--- src/rtl/mouse_pkg.sv ---
// Shared constants, state encoding and byte-list helpers for the PS/2 mouse
// command sequencer.
package mouse_pkg;

  // Host-to-mouse command opcodes
  localparam logic [7:0] CMD_RESET    = 8'hFF;
  localparam logic [7:0] CMD_SET_RATE = 8'hF3;
  localparam logic [7:0] CMD_SET_RES  = 8'hE8;
  localparam logic [7:0] CMD_ENABLE   = 8'hF4;

  // Mouse-to-host response bytes
  localparam logic [7:0] RSP_ACK    = 8'hFA;
  localparam logic [7:0] RSP_RESEND = 8'hFE;
  localparam logic [7:0] RSP_BAT_OK = 8'hAA;
  localparam logic [7:0] RSP_ID     = 8'h00;

  // Position of the final byte (enable reporting) in the configuration list
  localparam logic [2:0] LAST_INDEX = 3'd5;

  // State encoding; the numeric values are exported on STATE_CODE
  typedef enum logic [3:0] {
    ST_IDLE      = 4'd0,
    ST_SEND      = 4'd1,
    ST_WAIT_SENT = 4'd2,
    ST_WAIT_ACK  = 4'd3,
    ST_WAIT_BAT  = 4'd4,
    ST_WAIT_ID   = 4'd5,
    ST_DONE      = 4'd6,
    ST_FAIL      = 4'd7
  } stateCode_t;

  // Byte transmitted at a given list position
  function automatic logic [7:0] byteAt(input logic [2:0] index,
                                        input logic [7:0] sampleRate,
                                        input logic [7:0] resolution);
    logic [7:0] value;
    case (index)
      3'd0:    value = CMD_RESET;
      3'd1:    value = CMD_SET_RATE;
      3'd2:    value = sampleRate;
      3'd3:    value = CMD_SET_RES;
      3'd4:    value = resolution;
      3'd5:    value = CMD_ENABLE;
      default: value = CMD_RESET;
    endcase
    return value;
  endfunction

  // Argument bytes cannot be resent on their own: the mouse forgets the
  // pending opcode after a resend, so the whole opcode/argument pair repeats
  function automatic logic isDataIndex(input logic [2:0] index);
    return (index == 3'd2) || (index == 3'd4);
  endfunction

endpackage

--- src/rtl/mouse_timeout_counter.sv ---
// Timeout counter for the mouse command sequencer. Cleared by load,
// advances while enabled, and flags expiry on the cycle the count equals
// the supplied limit. The count parks at the limit so it never wraps.
module mouse_timeout_counter #(
  parameter int WIDTH = 27
) (
  input  logic             CLK,
  input  logic             RESET_N,
  input  logic             load,
  input  logic             enable,
  input  logic [WIDTH-1:0] limit,
  output logic             expired
);

  logic [WIDTH-1:0] count;

  // Restart from zero on every state entry, otherwise count up to the limit
  always_ff @(posedge CLK or negedge RESET_N) begin
    if (!RESET_N) begin
      count <= '0;
    end else if (load) begin
      count <= '0;
    end else if (enable && (count != limit)) begin
      count <= count + WIDTH'(1);
    end
  end

  assign expired = enable && (count == limit);

endmodule

--- src/rtl/mouse_cmd_sequencer.sv ---
// PS/2 mouse configuration sequencer: sends FF, F3, rate, E8, resolution, F4,
// waits for an acknowledge after each byte and retries on failures.
// Build option: define MOUSE_SEQ_BAT_CHECK_EN to wait for the 0xAA self-test
// result and the 0x00 device ID after the reset command is acknowledged.
module mouse_cmd_sequencer
  import mouse_pkg::*;
#(
  parameter logic [7:0] SAMPLE_RATE = 8'd100,
  parameter logic [7:0] RESOLUTION  = 8'd2,
  parameter int         MAX_RETRY   = 3,
  parameter int         ACK_TIMEOUT = 5_000_000,
  parameter int         BAT_TIMEOUT = 100_000_000
) (
  input  logic       CLK,
  input  logic       RESET_N,
  input  logic       START,
  output logic       SEND_BYTE,
  output logic [7:0] BYTE_TO_SEND,
  input  logic       BYTE_SENT,
  output logic       READ_ENABLE,
  input  logic [7:0] BYTE_READ,
  input  logic [1:0] BYTE_ERROR_CODE,
  input  logic       BYTE_READY,
  output logic       BUSY,
  output logic       DONE,
  output logic       FAIL,
  output logic [3:0] STATE_CODE
);

  // The counter must be able to hold the larger limit value itself
  localparam int MAX_TIMEOUT = (ACK_TIMEOUT > BAT_TIMEOUT) ? ACK_TIMEOUT : BAT_TIMEOUT;
  localparam int TIMER_W     = $clog2(MAX_TIMEOUT + 1);
  localparam int RETRY_W     = $clog2(MAX_RETRY + 2);

  localparam logic [TIMER_W-1:0] ACK_LIMIT  = TIMER_W'(ACK_TIMEOUT);
  localparam logic [TIMER_W-1:0] BAT_LIMIT  = TIMER_W'(BAT_TIMEOUT);
  localparam logic [RETRY_W-1:0] RETRY_FAIL = RETRY_W'(MAX_RETRY + 1);

  stateCode_t         state;
  stateCode_t         nextState;
  logic [2:0]         index;
  logic [2:0]         nextIndex;
  logic [RETRY_W-1:0] retryCount;
  logic [RETRY_W-1:0] nextRetry;
  logic [RETRY_W-1:0] retryInc;
  logic               goodByte;
  logic               doRetry;

  logic               timerLoad;
  logic               timerEnable;
  logic [TIMER_W-1:0] timerLimit;
  logic               timerExpired;

  logic               sendByteD;
  logic [7:0]         byteToSendD;
  logic               readEnableD;
  logic               busyD;
  logic               doneD;
  logic               failD;

  assign retryInc = retryCount + RETRY_W'(1);

  // Reload on any state change; only the waiting states consume time, and
  // the self-test wait gets the long limit because BAT can take ~1 s
  assign timerLoad   = (nextState != state);
  assign timerEnable = (state == ST_WAIT_SENT) || (state == ST_WAIT_ACK) ||
                       (state == ST_WAIT_BAT)  || (state == ST_WAIT_ID);
  assign timerLimit  = (state == ST_WAIT_BAT) ? BAT_LIMIT : ACK_LIMIT;

  mouse_timeout_counter #(
    .WIDTH(TIMER_W)
  ) timeoutCounter (
    .CLK    (CLK),
    .RESET_N(RESET_N),
    .load   (timerLoad),
    .enable (timerEnable),
    .limit  (timerLimit),
    .expired(timerExpired)
  );

  // State, byte index and retry count registers
  always_ff @(posedge CLK or negedge RESET_N) begin
    if (!RESET_N) begin
      state      <= ST_IDLE;
      index      <= '0;
      retryCount <= '0;
    end else begin
      state      <= nextState;
      index      <= nextIndex;
      retryCount <= nextRetry;
    end
  end

  // Next-state decision, including the shared retry/fail path
  always_comb begin
    nextState = state;
    nextIndex = index;
    nextRetry = retryCount;
    goodByte  = BYTE_READY && (BYTE_ERROR_CODE == 2'd0);
    doRetry   = 1'b0;

    case (state)
      ST_IDLE, ST_DONE, ST_FAIL: begin
        if (START) begin
          nextState = ST_SEND;
          nextIndex = '0;
          nextRetry = '0;
        end
      end

      ST_SEND: begin
        nextState = ST_WAIT_SENT;
      end

      ST_WAIT_SENT: begin
        if (BYTE_SENT) begin
          nextState = ST_WAIT_ACK;
        end else if (timerExpired) begin
          doRetry = 1'b1;
        end
      end

      ST_WAIT_ACK: begin
        if (BYTE_READY) begin
          if (goodByte && (BYTE_READ == RSP_ACK)) begin
            nextRetry = '0;
            if (index == 3'd0) begin
`ifdef MOUSE_SEQ_BAT_CHECK_EN
              nextState = ST_WAIT_BAT;
`else
              nextIndex = 3'd1;
              nextState = ST_SEND;
`endif
            end else if (index == LAST_INDEX) begin
              nextState = ST_DONE;
            end else begin
              nextIndex = index + 3'd1;
              nextState = ST_SEND;
            end
          end else begin
            doRetry = 1'b1;
          end
        end else if (timerExpired) begin
          doRetry = 1'b1;
        end
      end

`ifdef MOUSE_SEQ_BAT_CHECK_EN
      ST_WAIT_BAT: begin
        if (BYTE_READY) begin
          if (goodByte && (BYTE_READ == RSP_BAT_OK)) begin
            nextState = ST_WAIT_ID;
          end else begin
            doRetry = 1'b1;
          end
        end else if (timerExpired) begin
          doRetry = 1'b1;
        end
      end

      ST_WAIT_ID: begin
        if (BYTE_READY) begin
          if (goodByte && (BYTE_READ == RSP_ID)) begin
            nextIndex = 3'd1;
            nextState = ST_SEND;
          end else begin
            doRetry = 1'b1;
          end
        end else if (timerExpired) begin
          doRetry = 1'b1;
        end
      end
`endif

      default: begin
        nextState = ST_IDLE;
      end
    endcase

    if (doRetry) begin
      nextRetry = retryInc;
      if (retryInc == RETRY_FAIL) begin
        nextState = ST_FAIL;
      end else begin
        nextState = ST_SEND;
        nextIndex = isDataIndex(index) ? (index - 3'd1) : index;
      end
    end
  end

  // Output values for the state being entered, so the registered outputs
  // line up with the state register
  always_comb begin
    sendByteD   = (nextState == ST_SEND);
    readEnableD = (nextState == ST_WAIT_ACK) || (nextState == ST_WAIT_BAT) ||
                  (nextState == ST_WAIT_ID);
    busyD       = (nextState != ST_IDLE) && (nextState != ST_DONE) &&
                  (nextState != ST_FAIL);
    doneD       = (nextState == ST_DONE);
    failD       = (nextState == ST_FAIL);
    byteToSendD = BYTE_TO_SEND;
    if (nextState == ST_SEND) begin
      byteToSendD = byteAt(nextIndex, SAMPLE_RATE, RESOLUTION);
    end
  end

  // Output registers, cleared immediately by reset
  always_ff @(posedge CLK or negedge RESET_N) begin
    if (!RESET_N) begin
      SEND_BYTE    <= 1'b0;
      BYTE_TO_SEND <= 8'h00;
      READ_ENABLE  <= 1'b0;
      BUSY         <= 1'b0;
      DONE         <= 1'b0;
      FAIL         <= 1'b0;
      STATE_CODE   <= 4'd0;
    end else begin
      SEND_BYTE    <= sendByteD;
      BYTE_TO_SEND <= byteToSendD;
      READ_ENABLE  <= readEnableD;
      BUSY         <= busyD;
      DONE         <= doneD;
      FAIL         <= failD;
      STATE_CODE   <= 4'(nextState);
    end
  end

endmodule

--- config.mk ---
export PLATFORM = sky130hd
export DESIGN_NAME = mouse_cmd_sequencer
export DESIGN_NICKNAME = d
export VERILOG_FILES = /design/src/rtl/mouse_pkg.sv /design/src/rtl/mouse_timeout_counter.sv /design/src/rtl/mouse_cmd_sequencer.sv
export SDC_FILE = /design/constraint.sdc
export NUM_CORES = 1
export LEC_CHECK = 0
export CAP_MARGIN = 40
export CORE_UTILIZATION = 35
export CTS_CLUSTER_SIZE = 10
export DETAILED_ROUTE_END_ITERATION = 12
export GPL_TIMING_DRIVEN = 1
export HOLD_SLACK_MARGIN = 0.02
export SLEW_MARGIN = 20
export SYNTH_ARGS = -nofsm -noshare
export SYNTH_HDL_FRONTEND = slang
export SYNTH_HIERARCHICAL = 1
export SYNTH_SLANG_ARGS = --single-unit
--- constraint.sdc ---
create_clock -name CLK -period 4.8 [get_ports CLK]
set_input_delay 0.48 -clock CLK [delete_from_list [all_inputs] [get_ports CLK]]
set_output_delay 0.48 -clock CLK [all_outputs]
set_load 0.02 [all_outputs]
==> out/qor_table.md, run 1 <==
| Parameter | Reported | Unit |
| --- | --- | --- |
| Count of max-cap constraint violations | 0 | - |
| Number of global-route vias before repair | 2815 | - |
| DRC Markers | 0 | - |
| Leakage power of the design | 1.657 | nW |
| Worst slew pin tran | 0.6493 | ns |
| Maximum number of pins on one net before global-route repair | 50 | - |
| Wire length of the first global-routing pass | 13.86 | mm |
| Asr flop ratio synth | 100.0 | % |
| Total power per unit cell area | 309.3 | nW/um2 |
| Number of violations reported at the end of detailed-routing iteration 0 | 205 | - |
| Crit Path Max Fanout | 13 | - |
| Half-perimeter wire length after detailed placement | 5.870 | mm |
| Die Span X | 100.2 | um |
| Buffers inserted during post-CTS setup optimization | 0 | - |
| Row count | 35 | - |
| Gate count after technology mapping | 371 | - |
| Number of fillers in the final layout | 956 | - |
| CTS H-tree depth | 2 | - |
| Setup TNS after final layout | 0 | ns |
| Critical path type | reg2reg | - |
| Min Tclk post-route | 4.378 | ns |
| Crit path cell chain | nor2_1, nand3_1, inv_2, xor2_1, nor4_1, nand4_1, nor2_2, and2_1, nand4_1, o21a_1, nor2_1, a21o_1, xnor2_1, o2111ai_4, or2_2, o41ai_1 | - |
| Slowest-stage cell, CP | dfrtp_1 | - |
| Pins Over Slew Limit | 0 | - |
| CP endpoint kind | flip-flop | - |
| Total Routed Length | 8.045 | mm |
| Aggregate global-route resource usage | 17.18 | % |
| Highest-count cells in the layout ignoring fill and taps | 49 x dfrtp_1, 30 x xor2_1, 30 x clkdlybuf4s50_1 | - |
| Share of the yosys chip area belonging to registers | 36.35 | % |
| Storage cell area | 1226 | um2 |
| Quantity of I/O buffers inserted on ports | 31 | - |
| Effective utilization at floorplan | 36.33 | % |
| Part of the cycle the worst path needs | 91.22 | % |
| Maximum vdd ir drop | 151.7 | uV |
| Die Area | 10030 | um2 |
| Total clock buffers created by CTS | 5 | - |
| Initial antenna violation count | 0 | - |
| Clock Skew | 0.009059 | ns |
| Status | complete, no violations | - |
| Longest Clk Path Bufs | 2 | - |
| Final Instance Area | 3988 | um2 |
| Weighted congestion at the end of routability-driven global placement | 0.9398 | - |
| Endpoint arrival time on the critical path | 4.58 | ns |
| TritonCTS sink count | 49 | - |
| Fin nets | 436 | - |
| Post-place instance area | 3856 | um2 |
| Primary FF master, synth | dfrtp_1 | - |
| Area Growth Syn to Fin | 18.21 | % |
| Height of the die | 100.2 | um |
| Total power of the final layout | 1.233 | mW |
| Root buffer cell | clkbuf_8 | - |
| Mean routed wirelength per cell | 14.82 | um |
| Highest clock rate | 228.4 | MHz |
| Share of post-route cells with drive strength above 1 | 11.84 | % |
| CTS clock-pin slew for the worst setup and hold paths | 0.10 | ns |
| Remaining antenna violation count | 0 | - |
| Hold Path Class | in2async | - |
| CTS tree | done | - |
| Combined area of all synthesized cells | 3373 | um2 |
| Ratio of routed vias to standard cells | 5.368 | - |
| CP required | 5.00 | ns |
| Launching element type of the critical path | flip-flop | - |
| Number of warnings printed during yosys synthesis | 6 | - |
| I/O Pins | 32 | - |
| Multi-input logic area | 2047 | um2 |
| Count of endpoints failing hold in the final timing report | 0 | - |
| Placeable core region | 9284 | um2 |
| Clk Latency, worst-skew pair | 0.30 | ns |
| Number of detailed-routing iterations run before antenna repair | 4 | - |
| Antenna diode count | 0 | - |
| Setup repair after global routing missed its margin | false | - |
| Total congestion overflow after global routing | 0 | - |
| Number of setup violations in the final report | 0 | - |
| Commonest non-fill, non-tap cell in the layout | dfrtp_1 | - |
| Fin Hold WS | 0.2593 | ns |
| Flop and latch count out of synthesis | 49 | - |
| Number of vias after detailed routing | 2915 | - |
| Post-Synthesis Mean Instance Area | 9.092 | um2 |
| Tightest slew margin relative to the limit | 56.31 | % |
| Distinct cells, synth | 66 | - |
| Slowest cell delay on critical path | 0.55 | ns |
| Number of enable flip-flop cells after synthesis | 0 | - |
-- power breakdown --
group | leakage (nW) | switching, mW | internal [mW]
Sequential | 0.650 | 0.0418 | 0.445
Clock | 0.0574 | 0.144 | 0.170
Combinational | 0.950 | 0.251 | 0.181
-- routing by layer --
metal  track usage [%]  wire length [um]
met5                 0                 0
met2             26.55              3586
met3             2.855               312
met4             4.348               102
met1             24.93              4043
-- cell usage after synthesis (all sizes together), types with 2 or more instances --
cell / count / area share [%]
clkbuf: 8 / 0.89
conb: 2 / 0.22
a221oi: 2 / 0.70
and4bb: 3 / 1.1
a31oi: 2 / 0.82
nand2: 20 / 2.2
and4b: 2 / 0.59
or4: 10 / 2.3
a21oi: 25 / 3.7
and3: 5 / 0.93
dfrtp: 49 / 36
o22ai: 2 / 0.37
o21ai: 21 / 3.1
ha: 8 / 3.0
or2: 7 / 1.3
nor2b: 5 / 0.93
nand4: 7 / 1.3
mux2: 7 / 2.3
nand3: 18 / 3.0
a41oi: 2 / 0.74
a22o: 3 / 0.78
inv: 20 / 2.2
xor2: 30 / 7.8
nor2: 25 / 2.9
nor4: 11 / 2.0
o31ai: 14 / 3.1
and4: 4 / 1.1
buf: 9 / 1.9
and2: 3 / 0.56
or3: 6 / 1.3
xnor2: 7 / 1.8
o21a: 4 / 0.89
o211ai: 4 / 0.89
nand2b: 2 / 0.37
a211oi: 4 / 0.89
nor3: 4 / 0.59
-- registers in the layout (all words and copies together) (netlist names) --
register	count
timeoutCounter/count	27
BYTE_TO_SEND	7
STATE_CODE	4
index	3
retryCount	3
BUSY	1
DONE	1
FAIL	1
READ_ENABLE	1
SEND_BYTE	1
-- area by class of cell --
cell class | instances | area share [%]
clock buffers | 6 | 2.071
clock inverters | 2 | 0.9413
inverters | 20 | 1.883
multi-input cells | 299 | 51.33
flip-flops and latches | 49 | 30.75
well taps | 129 | 4.048
repair buffers | 38 | 8.974
-- critical path, delay by kind of cell (launching register included) --
kind,cells,cell delay (ns)
flops,1,0.55
xor+xnor,2,0.30
compound gates,4,0.96
buf+inv,1,0.26
simple gates,9,2.21
-- stage by stage --
| step | cells | utilization (%) | setup slack [ns] |
|---|---|---|---|
| after CTS | 543 | 42.83 | 0.2629 |
| after global placement | 535 | 41.54 | 0.5283 |
| final | 543 | 42.95 | 0.4215 |
| after floorplan | 385 | - | 0.2926 |
| after global routing | 543 | 42.95 | 0.1042 |
| after detailed placement | 535 | 41.54 | 0.2712 |
-- path summary, 6_finish.rpt --
| check | startpoint | endpoint | slack [ns] | cells after the start |
|---|---|---|---|---|
| min in group CLK | BYTE_TO_SEND[0] | BYTE_TO_SEND[0] | 0.52 | 1 |
| setup / recovery | STATE_CODE[1] | timeoutCounter/count[25] | 0.42 | 16 |
| max in group asynchronous | RESET_N | timeoutCounter/count[2] | 4.10 | 2 |
| hold reg to reg | BYTE_TO_SEND[0] | BYTE_TO_SEND[0] | 0.52 | 1 |
| hold / removal | RESET_N | timeoutCounter/count[15] | 0.26 | 2 |
| setup reg to reg | STATE_CODE[1] | timeoutCounter/count[25] | 0.42 | 16 |
-- logic make-up after synthesis --
family          count (synthesis)  synth area share (%)
simple gates                  136                 23.67
compound gates                 94                 19.51
flops                          49                 36.35
xor+xnor                       37                 9.607
buf+inv                        37                 5.044
fa+ha+maj                       8                 2.967
mux                             8                 2.634
other cells                     2                0.2226
-- timing repair --
item	4_1_cts	5_1_grt
endpoints found under the setup margin	0	9
gates resized for setup	0	2
hold buffers	0	0
Note: power is estimated with default switching activity, not from simulation.
==> run 2, diff against run 1 <==
--- a/config.mk
+++ b/config.mk
@@ -6,6 +6,7 @@
 export NUM_CORES = 1
 export LEC_CHECK = 0
 export CAP_MARGIN = 40
+export CORE_MARGIN = 4
 export CORE_UTILIZATION = 35
 export CTS_CLUSTER_SIZE = 10
 export DETAILED_ROUTE_END_ITERATION = 12
==> run 2 against run 1 <==
- via count is the same
- critical path depth did not move
- clock power rose by 12%
- flip-flop and latch count stayed put
- total power is 3.7% higher
- clock skew fell by 0.0046 ns
- non-clock buffer count rose by 3
- critical path type unchanged
- largest power group unchanged
==> out/qor_table.md, run 2 (synthesized netlist as in run 1, its figures left out) <==
| Parameter | Reported | Unit |
| --- | --- | --- |
| Ratio of routed vias to standard cells | 5.339 | - |
| Number of vias after detailed routing | 2915 | - |
| Remaining antenna violation count | 0 | - |
| Wire length of the first global-routing pass | 14.30 | mm |
| Commonest non-fill, non-tap cell in the layout | dfrtp_1 | - |
| Total power of the final layout | 1.279 | mW |
| Status | complete, no violations | - |
| Registers with the most flip-flops | timeoutCounter/count: 27 flops, BYTE_TO_SEND: 7 flops, STATE_CODE: 4 flops | - |
| Half-perimeter wire length after detailed placement | 6.029 | mm |
| Die Area | 11270 | um2 |
| Launching element type of the critical path | flip-flop | - |
| Initial antenna violation count | 0 | - |
| Count of endpoints failing hold in the final timing report | 0 | - |
| Placeable core region | 9328 | um2 |
| Part of the cycle the worst path needs | 92.61 | % |
| Longest Clk Path Bufs | 2 | - |
| Quantity of I/O buffers inserted on ports | 31 | - |
| Setup WS pre-CTS | 0.2215 | ns |
| Slack of the worst reg-to-reg path | 0.35 | ns |
| Number of setup violations in the final report | 0 | - |
| Height of the die | 106.2 | um |
| Share of post-route cells with drive strength above 1 | 12.71 | % |
| Part of the total power dissipated in the clock network | 27.5 | % |
| Core Util, Final | 43.21 | % |
| Highest clock rate | 225.0 | MHz |
| Antenna diode count | 0 | - |
| Endpoint arrival time on the critical path | 4.64 | ns |
| Highest-count cells in the layout ignoring fill and taps | 49 x dfrtp_1, 30 x xor2_1, 30 x clkdlybuf4s50_1 | - |
| Internal power contribution | 0.8426 | mW |
| CP required | 5.00 | ns |
| Tightest slew margin relative to the limit | 59.14 | % |
| Row count | 35 | - |
| Aggregate global-route resource usage | 15.33 | % |
| Die Span X | 106.2 | um |
| Total clock buffers created by CTS | 5 | - |
| Maximum number of pins on one net before global-route repair | 50 | - |
| Total Routed Length | 8.244 | mm |
| Number of global-route vias before repair | 2811 | - |
| Total power per unit cell area | 317.2 | nW/um2 |
| Root buffer cell | clkbuf_8 | - |
| Total congestion overflow after global routing | 0 | - |
| Net switching power of the design | 0.4359 | mW |
| Area Growth Syn to Fin | 19.47 | % |
| CP endpoint kind | flip-flop | - |
| Largest register FFs | 27 | - |
| CTS clock-pin slew for the worst setup and hold paths | 0.09 | ns |
| Pins Over Slew Limit | 0 | - |
| Hold Path Class | in2async | - |
| I/O Pins | 32 | - |
| Number of detailed-routing iterations run before antenna repair | 4 | - |
| Share of total power consumed by net switching | 34.09 | % |
| Effective utilization at floorplan | 36.16 | % |
| Number of violations reported at the end of detailed-routing iteration 0 | 224 | - |
| PnR worst setup slack | 0.3547 | ns |
| Crit Path Max Fanout | 15 | - |
| DRC Markers | 0 | - |
| TritonCTS sink count | 49 | - |
| Min Tclk post-route | 4.445 | ns |
| Fin nets | 439 | - |
| Maximum vdd ir drop | 223.4 | uV |
| Largest reg by FF count | timeoutCounter/count | - |
| Comb power frac | 35.5 | % |
| Clock Skew | 0.004419 | ns |
| Critical path type | reg2reg | - |
| Worst slew pin tran | 0.6129 | ns |
| Power share of the sequential group | 37.0 | % |
| Count of max-cap constraint violations | 0 | - |
| Mean routed wirelength per cell | 15.10 | um |
| Weighted congestion at the end of routability-driven global placement | 0.8766 | - |
| Leakage power of the design | 1.685 | nW |
| Clk Latency, worst-skew pair | 0.30 | ns |
| CTS tree | done | - |
| Hold buffer count at cts | 0 | - |
| CTS H-tree depth | 2 | - |
[run 2: worst max-delay path, cell delays in order, from the launching register on]
cell and delay [ns]:
dfrtp_1 0.59, nor2_1 0.09, nand3_1 0.25, inv_2 0.17, xor2_1 0.19, nor4_1 0.40, nand4_1 0.28, nor2_2 0.19
and2_1 0.20, nand4_1 0.21, o21a_1 0.25, nor2_1 0.21, a21o_1 0.18, xnor2_1 0.19, o2111ai_4 0.31, or2_2 0.38
o41ai_1 0.24
[run 2: what timing repair did]
| action | CTS | global route |
|---|---|---|
| setup buffers | 0 | 0 |
| endpoints found under the setup margin | 0 | 12 |
| resized for setup | 0 | 3 |
[run 2: stage by stage]
stage	TNS (ns)	instances	cell area (um2)	hold slack [ns]
after detailed placement	0	538	3879	0.4890
after global routing	-0.01024	546	4030	0.3404
after CTS	0	546	4013	0.3041
after global placement	0	538	3879	0.4943
after floorplan	0	385	3426	0.1844
final	0	546	4030	0.2652
[run 2: area by class of cell]
type / instances / area [um2]
multi-input cells: 299 / 2053
fillers: 926 / 5298
inverters: 20 / 75.07
repair buffers: 41 / 380.4
flip-flops and latches: 49 / 1226
clock inverters: 3 / 65.06
well taps: 129 / 161.4
clock buffers: 5 / 68.82
[run 2: power by group through the flow]
| stage | Combinational [mW] | Sequential [mW] | Clock, mW |
|---|---|---|---|
| final | 0.454 | 0.473 | 0.352 |
| after detailed placement | 0.444 | 0.480 | 0 |
| after floorplan | 0.254 | 0.509 | 0 |
| after global placement | 0.443 | 0.480 | 0 |
| after CTS | 0.445 | 0.474 | 0.361 |
| after global routing | 0.501 | 0.479 | 0.382 |
[run 2: worst paths after layout]
| path | from | end | cells past startpoint |
|---|---|---|---|
| worst max register to register | STATE_CODE[0] | timeoutCounter/count[25] | 16 |
| worst min-delay path | RESET_N | timeoutCounter/count[11] | 2 |
| worst max-delay path | STATE_CODE[0] | timeoutCounter/count[25] | 16 |
| min in group CLK | BYTE_TO_SEND[2] | BYTE_TO_SEND[2] | 2 |
| worst min register to register | BYTE_TO_SEND[2] | BYTE_TO_SEND[2] | 2 |
| max in group asynchronous | RESET_N | timeoutCounter/count[23] | 2 |
[run 2: routing by layer]
metal  track usage (%)  vias to the layer above  part of all wire (%)
li1                  -                     1432                     -
met1             22.89                     1396                    48
met2             23.21                       78                    45
met3             2.672                        9                   5.1
met4             3.145                        0                   1.3
met5                 0                        -                     0
